## src/rtl/wm_cycle_sequencer.sv

```systemverilog
// Wash-cycle FSM: sequences fill, heat, wash, rinse passes and spin, drives Timer's phase code
// and the actuator outputs. Define WM_WATCHDOG_EN to add a per-phase watchdog that forces FAULT.
module wm_cycle_sequencer #(
    parameter int RINSE_PASSES = 2,
    parameter int WDOG_LIMIT   = 1000,
    parameter int WDOG_W       = 16
) (
    input  logic       clock,
    input  logic       reset,
    input  logic       start,
    input  logic       cancel,
    input  logic       door_closed,
    input  logic       sig_Full,
    input  logic       sig_Temperature,
    input  logic       sig_Completed,
    output logic [2:0] state,
    output logic       water_valve,
    output logic       heater,
    output logic       motor,
    output logic       drain,
    output logic       door_lock,
    output logic       done,
    output logic       fault
);

    localparam logic [2:0] S_IDLE  = 3'd0;
    localparam logic [2:0] S_FILL  = 3'd1;
    localparam logic [2:0] S_HEAT  = 3'd2;
    localparam logic [2:0] S_WASH  = 3'd3;
    localparam logic [2:0] S_RINSE = 3'd4;
    localparam logic [2:0] S_SPIN  = 3'd5;
    localparam logic [2:0] S_DONE  = 3'd6;
    localparam logic [2:0] S_FAULT = 3'd7;

    localparam logic [2:0] RINSE_LAST = 3'(RINSE_PASSES);

    if ((RINSE_PASSES < 1) || (RINSE_PASSES > 7) || (WDOG_LIMIT < 1) ||
        (WDOG_LIMIT >= (2 ** WDOG_W))) begin : g_bad_params
        $error("wm_cycle_sequencer: parameter out of range");
    end

    logic [2:0] state_q, state_d;
    logic [2:0] rinse_q, rinse_d;
    logic [6:0] out_q, out_d;
    logic       active_s;
    logic       wdog_trip_s;

    // Actuator pattern for a phase: {valve, heater, motor, drain, lock, done, fault}
    function automatic logic [6:0] decode_outputs(input logic [2:0] st);
        logic [6:0] o;
        case (st)
            S_FILL:  o = 7'b1000100;
            S_HEAT:  o = 7'b0100100;
            S_WASH:  o = 7'b0010100;
            S_RINSE: o = 7'b0010100;
            S_SPIN:  o = 7'b0011100;
            S_DONE:  o = 7'b0000010;
            S_FAULT: o = 7'b0001001;
            default: o = 7'b0000000;
        endcase
        return o;
    endfunction

    assign active_s = (state_q >= S_FILL) && (state_q <= S_SPIN);

`ifdef WM_WATCHDOG_EN
    localparam logic [WDOG_W-1:0] WDOG_TRIP = WDOG_W'(WDOG_LIMIT - 1);
    localparam logic [WDOG_W-1:0] WDOG_MAX  = WDOG_W'(WDOG_LIMIT);

    logic [WDOG_W-1:0] wdog_q, wdog_d;

    // The trip fires on the edge that completes WDOG_LIMIT clocks in the phase.
    assign wdog_trip_s = active_s && (wdog_q >= WDOG_TRIP);

    // Watchdog next value: cleared on any phase change or outside the active phases.
    always_comb begin
        wdog_d = wdog_q;
        if ((state_d != state_q) || !active_s) begin
            wdog_d = '0;
        end else if (wdog_q >= WDOG_MAX) begin
            wdog_d = wdog_q;
        end else begin
            wdog_d = wdog_q + {{(WDOG_W-1){1'b0}}, 1'b1};
        end
    end

    // Watchdog counter register.
    always_ff @(posedge clock or posedge reset) begin
        if (reset) begin
            wdog_q <= '0;
        end else begin
            wdog_q <= wdog_d;
        end
    end
`else
    assign wdog_trip_s = 1'b0;
`endif

    // Phase transitions; door-open and watchdog override cancel, which overrides Timer advances.
    always_comb begin
        state_d = state_q;
        rinse_d = (state_q == S_RINSE) ? rinse_q : 3'd0;
        if (active_s && !door_closed) begin
            state_d = S_FAULT;
            rinse_d = 3'd0;
        end else if (wdog_trip_s) begin
            state_d = S_FAULT;
            rinse_d = 3'd0;
        end else begin
            case (state_q)
                S_IDLE:  if (start && door_closed) state_d = S_FILL;  else state_d = S_IDLE;
                S_FILL:  if (cancel) state_d = S_SPIN; else if (sig_Full)        state_d = S_HEAT; else state_d = S_FILL;
                S_HEAT:  if (cancel) state_d = S_SPIN; else if (sig_Temperature) state_d = S_WASH; else state_d = S_HEAT;
                S_WASH:  if (cancel) state_d = S_SPIN; else if (sig_Completed)   state_d = S_RINSE; else state_d = S_WASH;
                S_RINSE: begin
                    if (cancel) begin
                        state_d = S_SPIN;
                        rinse_d = 3'd0;
                    end else if (sig_Completed && ((rinse_q + 3'd1) == RINSE_LAST)) begin
                        state_d = S_SPIN;
                        rinse_d = 3'd0;
                    end else if (sig_Completed) begin
                        rinse_d = rinse_q + 3'd1;
                    end else begin
                        rinse_d = rinse_q;
                    end
                end
                S_SPIN:  if (sig_Completed) state_d = S_DONE; else state_d = S_SPIN;
                S_DONE:  if (!door_closed) state_d = S_IDLE; else state_d = S_DONE;
                S_FAULT: if (cancel && door_closed) state_d = S_IDLE; else state_d = S_FAULT;
                default: state_d = S_IDLE;
            endcase
        end
    end

    // Actuators are registered from the next phase so they stay a pure decode of state_q.
    assign out_d = decode_outputs(state_d);

    // State, rinse count and actuator registers.
    always_ff @(posedge clock or posedge reset) begin
        if (reset) begin
            state_q <= S_IDLE;
            rinse_q <= 3'd0;
            out_q   <= 7'd0;
        end else begin
            state_q <= state_d;
            rinse_q <= rinse_d;
            out_q   <= out_d;
        end
    end

    assign state       = state_q;
    assign water_valve = out_q[6];
    assign heater      = out_q[5];
    assign motor       = out_q[4];
    assign drain       = out_q[3];
    assign door_lock   = out_q[2];
    assign done        = out_q[1];
    assign fault       = out_q[0];

endmodule

```

## config.mk

```make
export PLATFORM = sky130hd
export DESIGN_NAME = wm_cycle_sequencer
export DESIGN_NICKNAME = d
export VERILOG_FILES = /design/src/rtl/wm_cycle_sequencer.sv
export SDC_FILE = /design/constraint.sdc
export NUM_CORES = 1
export LEC_CHECK = 0
export CAP_MARGIN = 20
export CELL_PAD_IN_SITES_DETAIL_PLACEMENT = 1
export CELL_PAD_IN_SITES_GLOBAL_PLACEMENT = 2
export CORE_MARGIN = 2
export CORE_UTILIZATION = 34
export CTS_BUF_LIST = sky130_fd_sc_hd__clkbuf_8
export DETAILED_ROUTE_END_ITERATION = 16
export PLACE_DENSITY_LB_ADDON = 0.1
export RECOVER_POWER = 25
export SYNTH_ARGS = -nofsm -noshare
export SYNTH_HDL_FRONTEND = slang
export SYNTH_SLANG_ARGS = --single-unit
```

## constraint.sdc

```tcl
create_clock -name clock -period 3.5 [get_ports clock]
set_input_delay 0.7 -clock clock [delete_from_list [all_inputs] [get_ports clock]]
set_output_delay 0.7 -clock clock [all_outputs]
set_load 0.01 [all_outputs]
```

==> reports/summary.txt <==
status: finished clean
Pint: 505 µW
Worst Setup SP: door_closed
min Tclk post-route: 2300 ps
combinational share of power: 51.2%
Net Sw Frac: 38.8%
power share of the clock group: 16.0%
sequential power share: 32.8%
DRT Wirelength: 1790 µm
worst r2r src: state[2]
Avg Vias per Cell: 5.13
max incr delay on CP: 590 ps
gr busiest metal: met2
CP endpoint kind: register
leakage: 0.000446 µW
number of max-cap violations: 0
first drt pass iteration count: 4
most common cell after layout, fill and taps aside: clkdlybuf4s50_1
CTS-repair resized insts: 0
CP required: 3670 ps
Seq/Total Area, Yosys: 39.3%
cell area after synthesis: 827 µm²
Synth Net Count: 93
crit path cell chain: clkdlybuf4s50_1 > and3_1 > o311ai_1 > o21ba_2 > a22oi_2
Layout Nets: 110
Arr. time, crit path: 2460 ps
via count: 651
Yosys Warn Count: 0
Worst Setup EP: out_q[2]
max-slew violation count: 0
Crit Path Category: input port to register
pin count of the biggest net entering global routing: 15
first-pass GRT wire length: 3020 µm
Max VDD drop: 0.512 mV
Critical Path Start Type: input port
Power Density: 802 nW/µm²
CTS tree: built
post-DR wirelength/cell: 14.1 µm
fillers: 271
Top FF cell, synth: dfrtp_1
H-tree depth: 1
initial antenna violation count: 0
Clock Pin Slew Worst Setup and Hold Paths: 60 ps
hold-fix buffers at CTS: 0
clk_skew: 2.33 ps
core region area: 2250 µm²
Yosys cell types: 41
RR Endpoint: out_q[2]
total gr overflow: 0
worst skew pair latency: 240 ps
Post-synth EDFFs: 0
CP max-delay cell: clkdlybuf4s50_1
finished layout cell area: 1030 µm²
total CTS buffers: 3
met2 track demand over resource: 23.3%
setup bufs post-CTS: 0
Residual DRC: 0
worst-path fanout max: 12
share of cells above drive strength 1: 17.2%
Routed Antenna Nets: 0
Placer Congestion: 0.682
TNS Setup: 0 ps
num rows: 17
worst-case clock buffer depth: 2
clock sink total: 13
Worst Max-Slew Pin Slew: 602 ps
RSZ-0062 raised after global routing: false
setup violators final: 0
Iter 0 DRT Violations: 9
sw power: 320 µW
r2r worst-path depth: 4
grt met1 use: 19.2%
period utilisation layout: 65.6%
Post-Place Cell Area: 983 µm²
worst reg2reg setup slack: 1730 ps
CP delay by family, top: compound AO/OA/AOI/OAI gates
post-synthesis instance total: 83
Seq cells post-synth: 13
Max Fclk: 0.435 GHz
most frequent cells in the layout: clkdlybuf4s50_1 (16), dfrtp_1 (13), nor2_1 (10), inv_1 (6), nand2_1 (5)
met3 Usage GRT: 3.39%
die area: 2840 µm²
I/O Pins: 18
vias in the first global route: 657
Root Buffer: clkbuf_8
Slew HR: 59.3%
HPWL Detailed: 1320 µm
register area: 325 µm²
PortBufs: 17
average instance area after synthesis: 9.96 µm²
cell depth of the worst setup path: 5
Synth-to-Final Area Change: 24.4%
Bufs and invs on worst path: 1
starting density of the core: 36.7%
ANT cells: 0
Die Wd: 53.3 µm
Worst Hold Class: register to register
overall routing resource usage: 15.0%
Die Y: 53.3 µm
final hold violation count: 0
multi-input logic area: 430 µm²
FFs w/ async S/R, synth: 100%
[worst register-to-register path, cell delays in order, from the launching register on]
cell and delay, ps:
dfrtp_1 580, nand2_1 160, o311ai_1 590, o21ba_2 250, a22oi_2 110
[cells in the mapped netlist, types with 2 or more instances]
master,n,share of area (%)
a31oi_1,3,2.3
a21oi_1,4,2.4
and3_1,3,2.3
buf_6,3,4.1
ha_1,2,3.0
nand2_1,5,2.3
nand3_1,2,1.2
mux2i_1,3,3.6
nor2_1,10,4.5
dfrtp_1,13,39
inv_1,5,2.3
[worst min-delay path by stage]
| stage | slack (ps) | start | to | cells after the start |
|---|---|---|---|---|
| after floorplan | 510 | rinse_q[1] | rinse_q[1] | 2 |
| after global placement | 540 | rinse_q[1] | rinse_q[1] | 2 |
| after detailed placement | 550 | rinse_q[2] | rinse_q[2] | 2 |
| after CTS | 570 | rinse_q[2] | rinse_q[2] | 2 |
| after global routing | 620 | rinse_q[2] | rinse_q[2] | 2 |
| final | 570 | rinse_q[2] | rinse_q[2] | 2 |
[per-stage QoR]
step | setup WS [ps] | std cells | hold slack [ps] | total power [µW] | utilization, %
after floorplan | 1720 | 83 | 513 | 562 | -
after global placement | 992 | 123 | 545 | 695 | 43.6
after detailed placement | 941 | 123 | 555 | 702 | 43.6
after CTS | 1170 | 127 | 570 | 838 | 45.6
after global routing | 1030 | 127 | 619 | 892 | 45.6
final | 1200 | 127 | 567 | 825 | 45.6
[power groups by stage]
stage | combinational [µW] | sequential (µW) | clock [µW]
2_1_floorplan | 305 | 256 | 0
3_3_place_gp | 420 | 275 | 0
3_5_place_dp | 429 | 273 | 0
4_1_cts | 432 | 271 | 136
5_1_grt | 469 | 283 | 141
6_report | 422 | 270 | 132
[sequential cells by signal, summed over array words and instances, names as in the netlist]
signal,count
out_q,7
state,3
rinse_q,3
[final cells by class]
class                   instances  share of cell area (%)
well taps                      28                    3.41
flip-flops and latches         13                    31.6
repair buffers                 17                    16.5
clock inverters                 1                   0.365
clock buffers                   3                    4.01
inverters                       6                    2.19
multi-input cells              59                    41.8
[kinds of logic after synthesis]
group           synth area share [%]
mux                             5.45
fa+ha+maj                       3.03
flops                           39.3
compound gates                  22.7
simple gates                    18.8
xor+xnor                        2.12
buf+inv                         8.62
[metal layers]
layer | up-vias | routed length, µm
li1 | 321 | -
met1 | 310 | 852
met2 | 15 | 812
met3 | 5 | 89
met4 | 0 | 35
met5 | - | 0
No activity file was read; power rests on OpenSTA's default activity.
